--- src/rtl/shared_reg_arbiter_pkg.sv ---
// Shared types and width helpers for the shared register arbiter.
package shared_reg_arbiter_pkg;

    typedef enum logic {
        IDLE = 1'b0,
        BUSY = 1'b1
    } state_t;

    function automatic int idx_w(input int n);
        return ($clog2(n) > 1) ? $clog2(n) : 1;
    endfunction

endpackage

--- src/rtl/shared_reg_arbiter_rr_pick.sv ---
// Rotating-priority scan: first set request at or after ptr, wrapping at N.
module rr_priority_pick #(
    parameter int N    = 4,
    parameter int IDXW = 2
) (
    input  logic [N-1:0]    req,
    input  logic [IDXW-1:0] ptr,
    output logic            any_req,
    output logic [IDXW-1:0] win_idx,
    output logic [N-1:0]    win_oh
);

    int               j;
    logic [IDXW-1:0]  idx;

    // Scan from the farthest offset down so the nearest match is written last.
    always_comb begin
        j       = 0;
        idx     = '0;
        win_idx = '0;
        for (int k = N - 1; k >= 0; k--) begin
            j = int'(ptr) + k;
            if (j >= N) j = j - N;
            idx = IDXW'(j);
            if (req[idx]) win_idx = idx;
        end
    end

    always_comb begin
        any_req         = |req;
        win_oh          = '0;
        win_oh[win_idx] = any_req;
    end

endmodule

--- src/rtl/shared_reg_arbiter.sv ---
// Round-robin owner of one shared W-bit register with a fixed hold time
// after every capture.
module shared_reg_arbiter
    import shared_reg_arbiter_pkg::*;
#(
    parameter  int N    = 4,
    parameter  int W    = 8,
    parameter  int HOLD = 2,
    localparam int IDXW = idx_w(N)
) (
    input  logic              clk,
    input  logic              rst_n,
    input  logic [N-1:0]      req,
    input  logic [N*W-1:0]    din,
    output logic [N-1:0]      gnt,
    output logic [W-1:0]      q,
    output logic [IDXW-1:0]   q_owner,
    output logic              q_valid
);

    localparam int CW = (HOLD > 1) ? $clog2(HOLD) : 1;
    localparam logic [CW-1:0] CNT_INIT = CW'((HOLD > 0) ? HOLD - 1 : 0);

    state_t          state;
    logic [IDXW-1:0] ptr;
    logic [CW-1:0]   cnt;

    logic            any_req;
    logic [IDXW-1:0] win_idx;
    logic [N-1:0]    win_oh;
    logic [IDXW-1:0] ptr_nxt;

    rr_priority_pick #(
        .N    (N),
        .IDXW (IDXW)
    ) u_pick (
        .req     (req),
        .ptr     (ptr),
        .any_req (any_req),
        .win_idx (win_idx),
        .win_oh  (win_oh)
    );

    // Explicit wrap so non-power-of-two N stays in range.
    assign ptr_nxt = (win_idx == IDXW'(N - 1)) ? '0 : win_idx + 1'b1;

    always_ff @(posedge clk or negedge rst_n) begin
        if (!rst_n) begin
            state   <= IDLE;
            ptr     <= '0;
            cnt     <= '0;
            gnt     <= '0;
            q       <= '0;
            q_owner <= '0;
            q_valid <= 1'b0;
        end else begin
            gnt <= '0;
            unique case (state)
                IDLE: begin
                    if (any_req) begin
                        q       <= din[win_idx*W +: W];
                        q_owner <= win_idx;
                        q_valid <= 1'b1;
                        gnt     <= win_oh;
                        ptr     <= ptr_nxt;
                        if (HOLD > 0) begin
                            state <= BUSY;
                            cnt   <= CNT_INIT;
                        end
                    end
                end
                BUSY: begin
                    if (cnt == '0) state <= IDLE;
                    else           cnt   <= cnt - 1'b1;
                end
                default: state <= IDLE;
            endcase
        end
    end

endmodule

--- config.mk ---
export PLATFORM = sky130hd
export DESIGN_NAME = shared_reg_arbiter
export DESIGN_NICKNAME = d
export VERILOG_FILES = /design/src/rtl/shared_reg_arbiter_pkg.sv /design/src/rtl/shared_reg_arbiter_rr_pick.sv /design/src/rtl/shared_reg_arbiter.sv
export SDC_FILE = /design/constraint.sdc
export NUM_CORES = 1
export LEC_CHECK = 0
export CAP_MARGIN = 20
export CORE_MARGIN = 10
export CORE_UTILIZATION = 44
export DETAILED_ROUTE_END_ITERATION = 10
export MAX_ROUTING_LAYER = met4
export PLACE_DENSITY = 0.95
export SLEW_MARGIN = 20
export SYNTH_ARGS = -nofsm -noshare
export SYNTH_HDL_FRONTEND = slang
export SYNTH_HIERARCHICAL = 1
export SYNTH_SLANG_ARGS = --single-unit
--- constraint.sdc ---
create_clock -name clk -period 4.21 [get_ports clk]
set_input_delay 1.0525 -clock clk [delete_from_list [all_inputs] [get_ports clk]]
set_output_delay 1.0525 -clock clk [all_outputs]
set_load 0.05 [all_outputs]
==> results <==
- The run finished with clean final reports.
- For the worst setup path, the data required time is 4.41 ns.
- In this run the critical register-to-register path is launched from ptr[1]$_DFFE_PN0P_.
- Along the worst hold path, the cell count comes to 1.
- The row count is 18.
- The congestion estimate from routability-driven global placement came to 0.912.
- The net switching power is 0.000509 W.
- The share of total power in sequential cells is 28.3%.
- The count of hold-fix buffers inserted at cts is 0.
- The first global-routing pass estimated 4910 um of wire.
- In this run, the combinational gates consume 63.6% of the power.
- The worst setup path is launched from an input pin.
- The via count of the first global-routing pass was 974.
- The peak clock frequency supported by timing is 334 MHz.
- The number of hold-slack violations in the final timing report is 0.
- The worst reg-to-reg path cell count is 6.
- The cell area that synthesis handed to floorplanning was 1130 sq um.
- The number of buffer cells added on primary ports is 52.
- The worst register-to-register path has a setup slack of 1.99 ns.
- The root buffer selected by CTS is sky130_fd_sc_hd__clkbuf_4.
- Across the run, the number of max-cap violations was 0.
- For this design, the slowest cell found on the critical path is sky130_fd_sc_hd__clkdlybuf4s50_1.
- The worst hold-check path type is reg -> reg.
- The analysis attributes to cell leakage a power of 0.698 nW.
- Once the floorplan was initialized, standard cells occupied 46.0% of the core.
- The tightest slew margin relative to the limit is 45.4%.
- The total number of clock tree sinks is 19.
- In this run the number of H-tree levels came out at 1.
- TritonCTS built the clock tree.
- The proportion of power drawn by the clock network is 8.1%.
- Setup total negative slack on the finished layout was measured at 0 ns.
- The number of setup buffers added after CTS is 0.
- TritonCTS created 3 clock buffers.
- Setup repair after global routing left no endpoint under its margin.
- Entering global routing, the biggest net connects 20 pins.
- The kind of end point of the critical path is a flop.
- The Yosys step of the flow raised 6 warnings.
- Once the clock tree was built, the resizer swapped 0 gates to a different size.
- The worst hold path terminates at q_valid$_DFFE_PN0P_.
- The clock latency of the later-clocked register in the worst-skew pair is 0.30 ns.
- The cell count after synthesis is 87.
- The period utilization is 71.2%.
- The final layout contains routed wiring with a total length of 3180 um.
- The area growth from synthesis to layout is 47.5%.
- The number of nets produced by synthesis is 126.
- The fraction of layout cells with a size suffix above 1 is 21.2%.
- The floorplan die width is 70.6 um.
- The worst path arrival time is 3.20 ns.
- After the first detailed-routing iteration, the DRC count stood at 58.
- The final routed DRC violation total is 0.
- The worst register-to-register path ends at q[1]$_DFFE_PN0P_.
- Cell internal power was estimated by the tool at 0.000644 W.
- The first TritonRoute pass finished after 4 iterations.
- The critical path in this run is classified as in -> reg.
- In the layout the commonest cells are sky130_fd_sc_hd__clkdlybuf4s50_1, sky130_fd_sc_hd__dfrtp_1, sky130_fd_sc_hd__mux4_2, sky130_fd_sc_hd__mux2_4, sky130_fd_sc_hd__nor2_1.
- At the pin with the least slew margin, the transition time is 0.816 ns.
- The number of antenna repair diodes is 0.
- The CTS clock-pin slew for the worst setup and hold paths is 0.11 ns.
- The proportion of total power due to net switching is 44.1%.
- The die outline area is 4990 sq um.
- Measured along the y axis, the die boundary spans 70.6 um.
- For this design the ratio of total power to cell area is 693 nW/um^2.
- Leaving out fill and tap cells, the most frequent cell in the layout is sky130_fd_sc_hd__clkdlybuf4s50_1.
- The final layout net count is 177.
- The floorplan step defined a core boundary enclosing 2450 sq um.
- Together, buffers and inverters on the worst path number 2.
- The area of all placed cells without fillers is 1660 sq um.
- The detailed router placed 892 vias in this run.
- The number of failing setup endpoints in the final timing report is 0.
- After synthesis, flip-flops and latches occupy 42.1% of the total area.
- The HPWL reported at the end of detailed placement is 2620 um.
- The post-synthesis sequential element count is 19.
- The worst stage delay on the critical path is 0.61 ns.
- Counting distinct cell types in the post-synthesis netlist gives 28.
- The residual overflow from global routing is 0.
- The minimum period implied by the final worst setup slack is 3.00 ns.
- The top-level port count is 53.
- Walking the worst path, the cells encountered are clkdlybuf4s50_1, a21boi_1, o22ai_1, a31oi_1, buf_4, mux4_2, mux2_4.
- Across every metal layer, demand over resource in global routing totals 12.6%.
- Dividing the detail-routed via count by the number of cells gives 5.34.
- In this run the worst setup path begins at req[1].
- The placement-stage cell area is 1640 sq um.
- The dominant delay contributor by cell family on the critical path is buffers and inverters.
- The number of max-slew violations in the final report is 0.
- The average size of a mapped cell is 13.0 sq um.
- In this run the worst path has a maximum fanout of 11.
- The number of antenna violations at the first check in global routing is 0.
- The count of fill cells added during filler insertion is 179.
- The detail route stage leaves a number of antenna-violating nets equal to 0.
- For the final database, setup skew stands at 0.00720 ns.
- The worst hold path begins at q_valid$_DFFE_PN0P_.
- The clock passes through at most 2 buffers.
- The routed length per instance is 19.1 um.
- The worst-case IR drop observed on VDD is 0.000586 V.
## cells by family (layout without fill, tap and decap cells)
logic type / count (synthesis) / count (layout) / share of synthesized area [%]
buffers and inverters: 12 / 62 / 7.09
flip-flops: 19 / 19 / 42.1
multiplexers: 21 / 21 / 31.5
AO/OA/AOI/OAI: 18 / 18 / 11.1
AND/OR/NAND/NOR: 16 / 16 / 7.10
adder cells (fa/ha/maj): 1 / 1 / 1.11
## power groups by stage
stage                     logic (W)  registers [W]  clock network, W
after floorplan            0.000346       0.000514                 0
after global placement     0.000713       0.000321                 0
after detailed placement   0.000736       0.000328                 0
after CTS                  0.000738       0.000325         0.0000954
after global routing       0.000773       0.000336          0.000107
final                      0.000734       0.000326         0.0000934
## synth_stat cells
| library cell | n | area, sq um |
|---|---|---|
| sky130_fd_sc_hd__dfrtp_1 | 19 | 475 |
| sky130_fd_sc_hd__mux4_2 | 8 | 180 |
| sky130_fd_sc_hd__buf_6 | 3 | 33.8 |
| sky130_fd_sc_hd__o22ai_1 | 1 | 6.26 |
| sky130_fd_sc_hd__buf_4 | 3 | 22.5 |
| sky130_fd_sc_hd__o2bb2ai_1 | 1 | 8.76 |
| sky130_fd_sc_hd__inv_1 | 4 | 15.0 |
| sky130_fd_sc_hd__nor2_1 | 7 | 26.3 |
| sky130_fd_sc_hd__o21ai_1 | 2 | 10.0 |
| sky130_fd_sc_hd__mux2i_1 | 1 | 10.0 |
| sky130_fd_sc_hd__buf_2 | 1 | 5.00 |
| sky130_fd_sc_hd__a21boi_0 | 1 | 7.51 |
| sky130_fd_sc_hd__a21boi_1 | 1 | 7.51 |
| sky130_fd_sc_hd__nor2b_1 | 2 | 12.5 |
| sky130_fd_sc_hd__nand2_1 | 1 | 3.75 |
| sky130_fd_sc_hd__a21o_1 | 1 | 7.51 |
| sky130_fd_sc_hd__o2bb2a_1 | 1 | 10.0 |
| sky130_fd_sc_hd__ha_1 | 1 | 12.5 |
| sky130_fd_sc_hd__clkbuf_1 | 1 | 3.75 |
| sky130_fd_sc_hd__o221a_2 | 2 | 22.5 |
| sky130_fd_sc_hd__or2_2 | 1 | 6.26 |
| sky130_fd_sc_hd__a22o_1 | 1 | 8.76 |
| sky130_fd_sc_hd__mux2_2 | 4 | 45.0 |
| sky130_fd_sc_hd__mux2_4 | 8 | 120 |
| sky130_fd_sc_hd__o21ai_0 | 2 | 10.0 |
| sky130_fd_sc_hd__a31oi_1 | 1 | 6.26 |
| sky130_fd_sc_hd__and2_1 | 5 | 31.3 |
| sky130_fd_sc_hd__a21oi_1 | 4 | 20.0 |
## per-layer routing
layer	share of wire (%)	GRT usage [%]
met1	34	11.4
met5	0	-
met2	59	24.6
met3	6.1	4.04
met4	1.1	3.01
## area by class of cell
class | instances | area [sq um] | area share [%]
clock inverters | 1 | 5.00 | 0.301
multi-input cells | 56 | 573 | 34.4
flip-flops and latches | 19 | 475 | 28.6
repair buffers | 54 | 536 | 32.2
clock buffers | 3 | 22.5 | 1.35
inverters | 4 | 15.0 | 0.902
well taps | 30 | 37.5 | 2.26
## flip-flops by register name, indices dropped and copies added (netlist names)
register and flops:
cnt 1, q_owner 2, ptr 2, gnt 4, state 1, q 8, q_valid 1
## how the worst max path moves through the flow
stage	cells past startpoint	slack [ns]	to
2_1_floorplan	7	1.53	q[6]$_DFFE_PN0P_
3_3_place_gp	7	1.01	q[6]$_DFFE_PN0P_
3_5_place_dp	7	0.91	q[1]$_DFFE_PN0P_
4_1_cts	7	1.24	q[1]$_DFFE_PN0P_
5_1_grt	7	1.08	q[1]$_DFFE_PN0P_
6_report	7	1.21	q[1]$_DFFE_PN0P_
## stage by stage
step	setup slack, ns	util [%]	total power, W	instances	hold slack [ns]
finish	1.21	67.8	0.00115	167	0.476
global route	1.08	67.8	0.00122	167	0.494
CTS	1.24	67.8	0.00116	167	0.479
detailed placement	0.914	66.7	0.00106	163	0.454
global placement	1.01	66.7	0.00103	163	0.437
floorplan	1.53	-	0.000861	87	0.425
No activity file was read; power rests on OpenSTA's default activity.
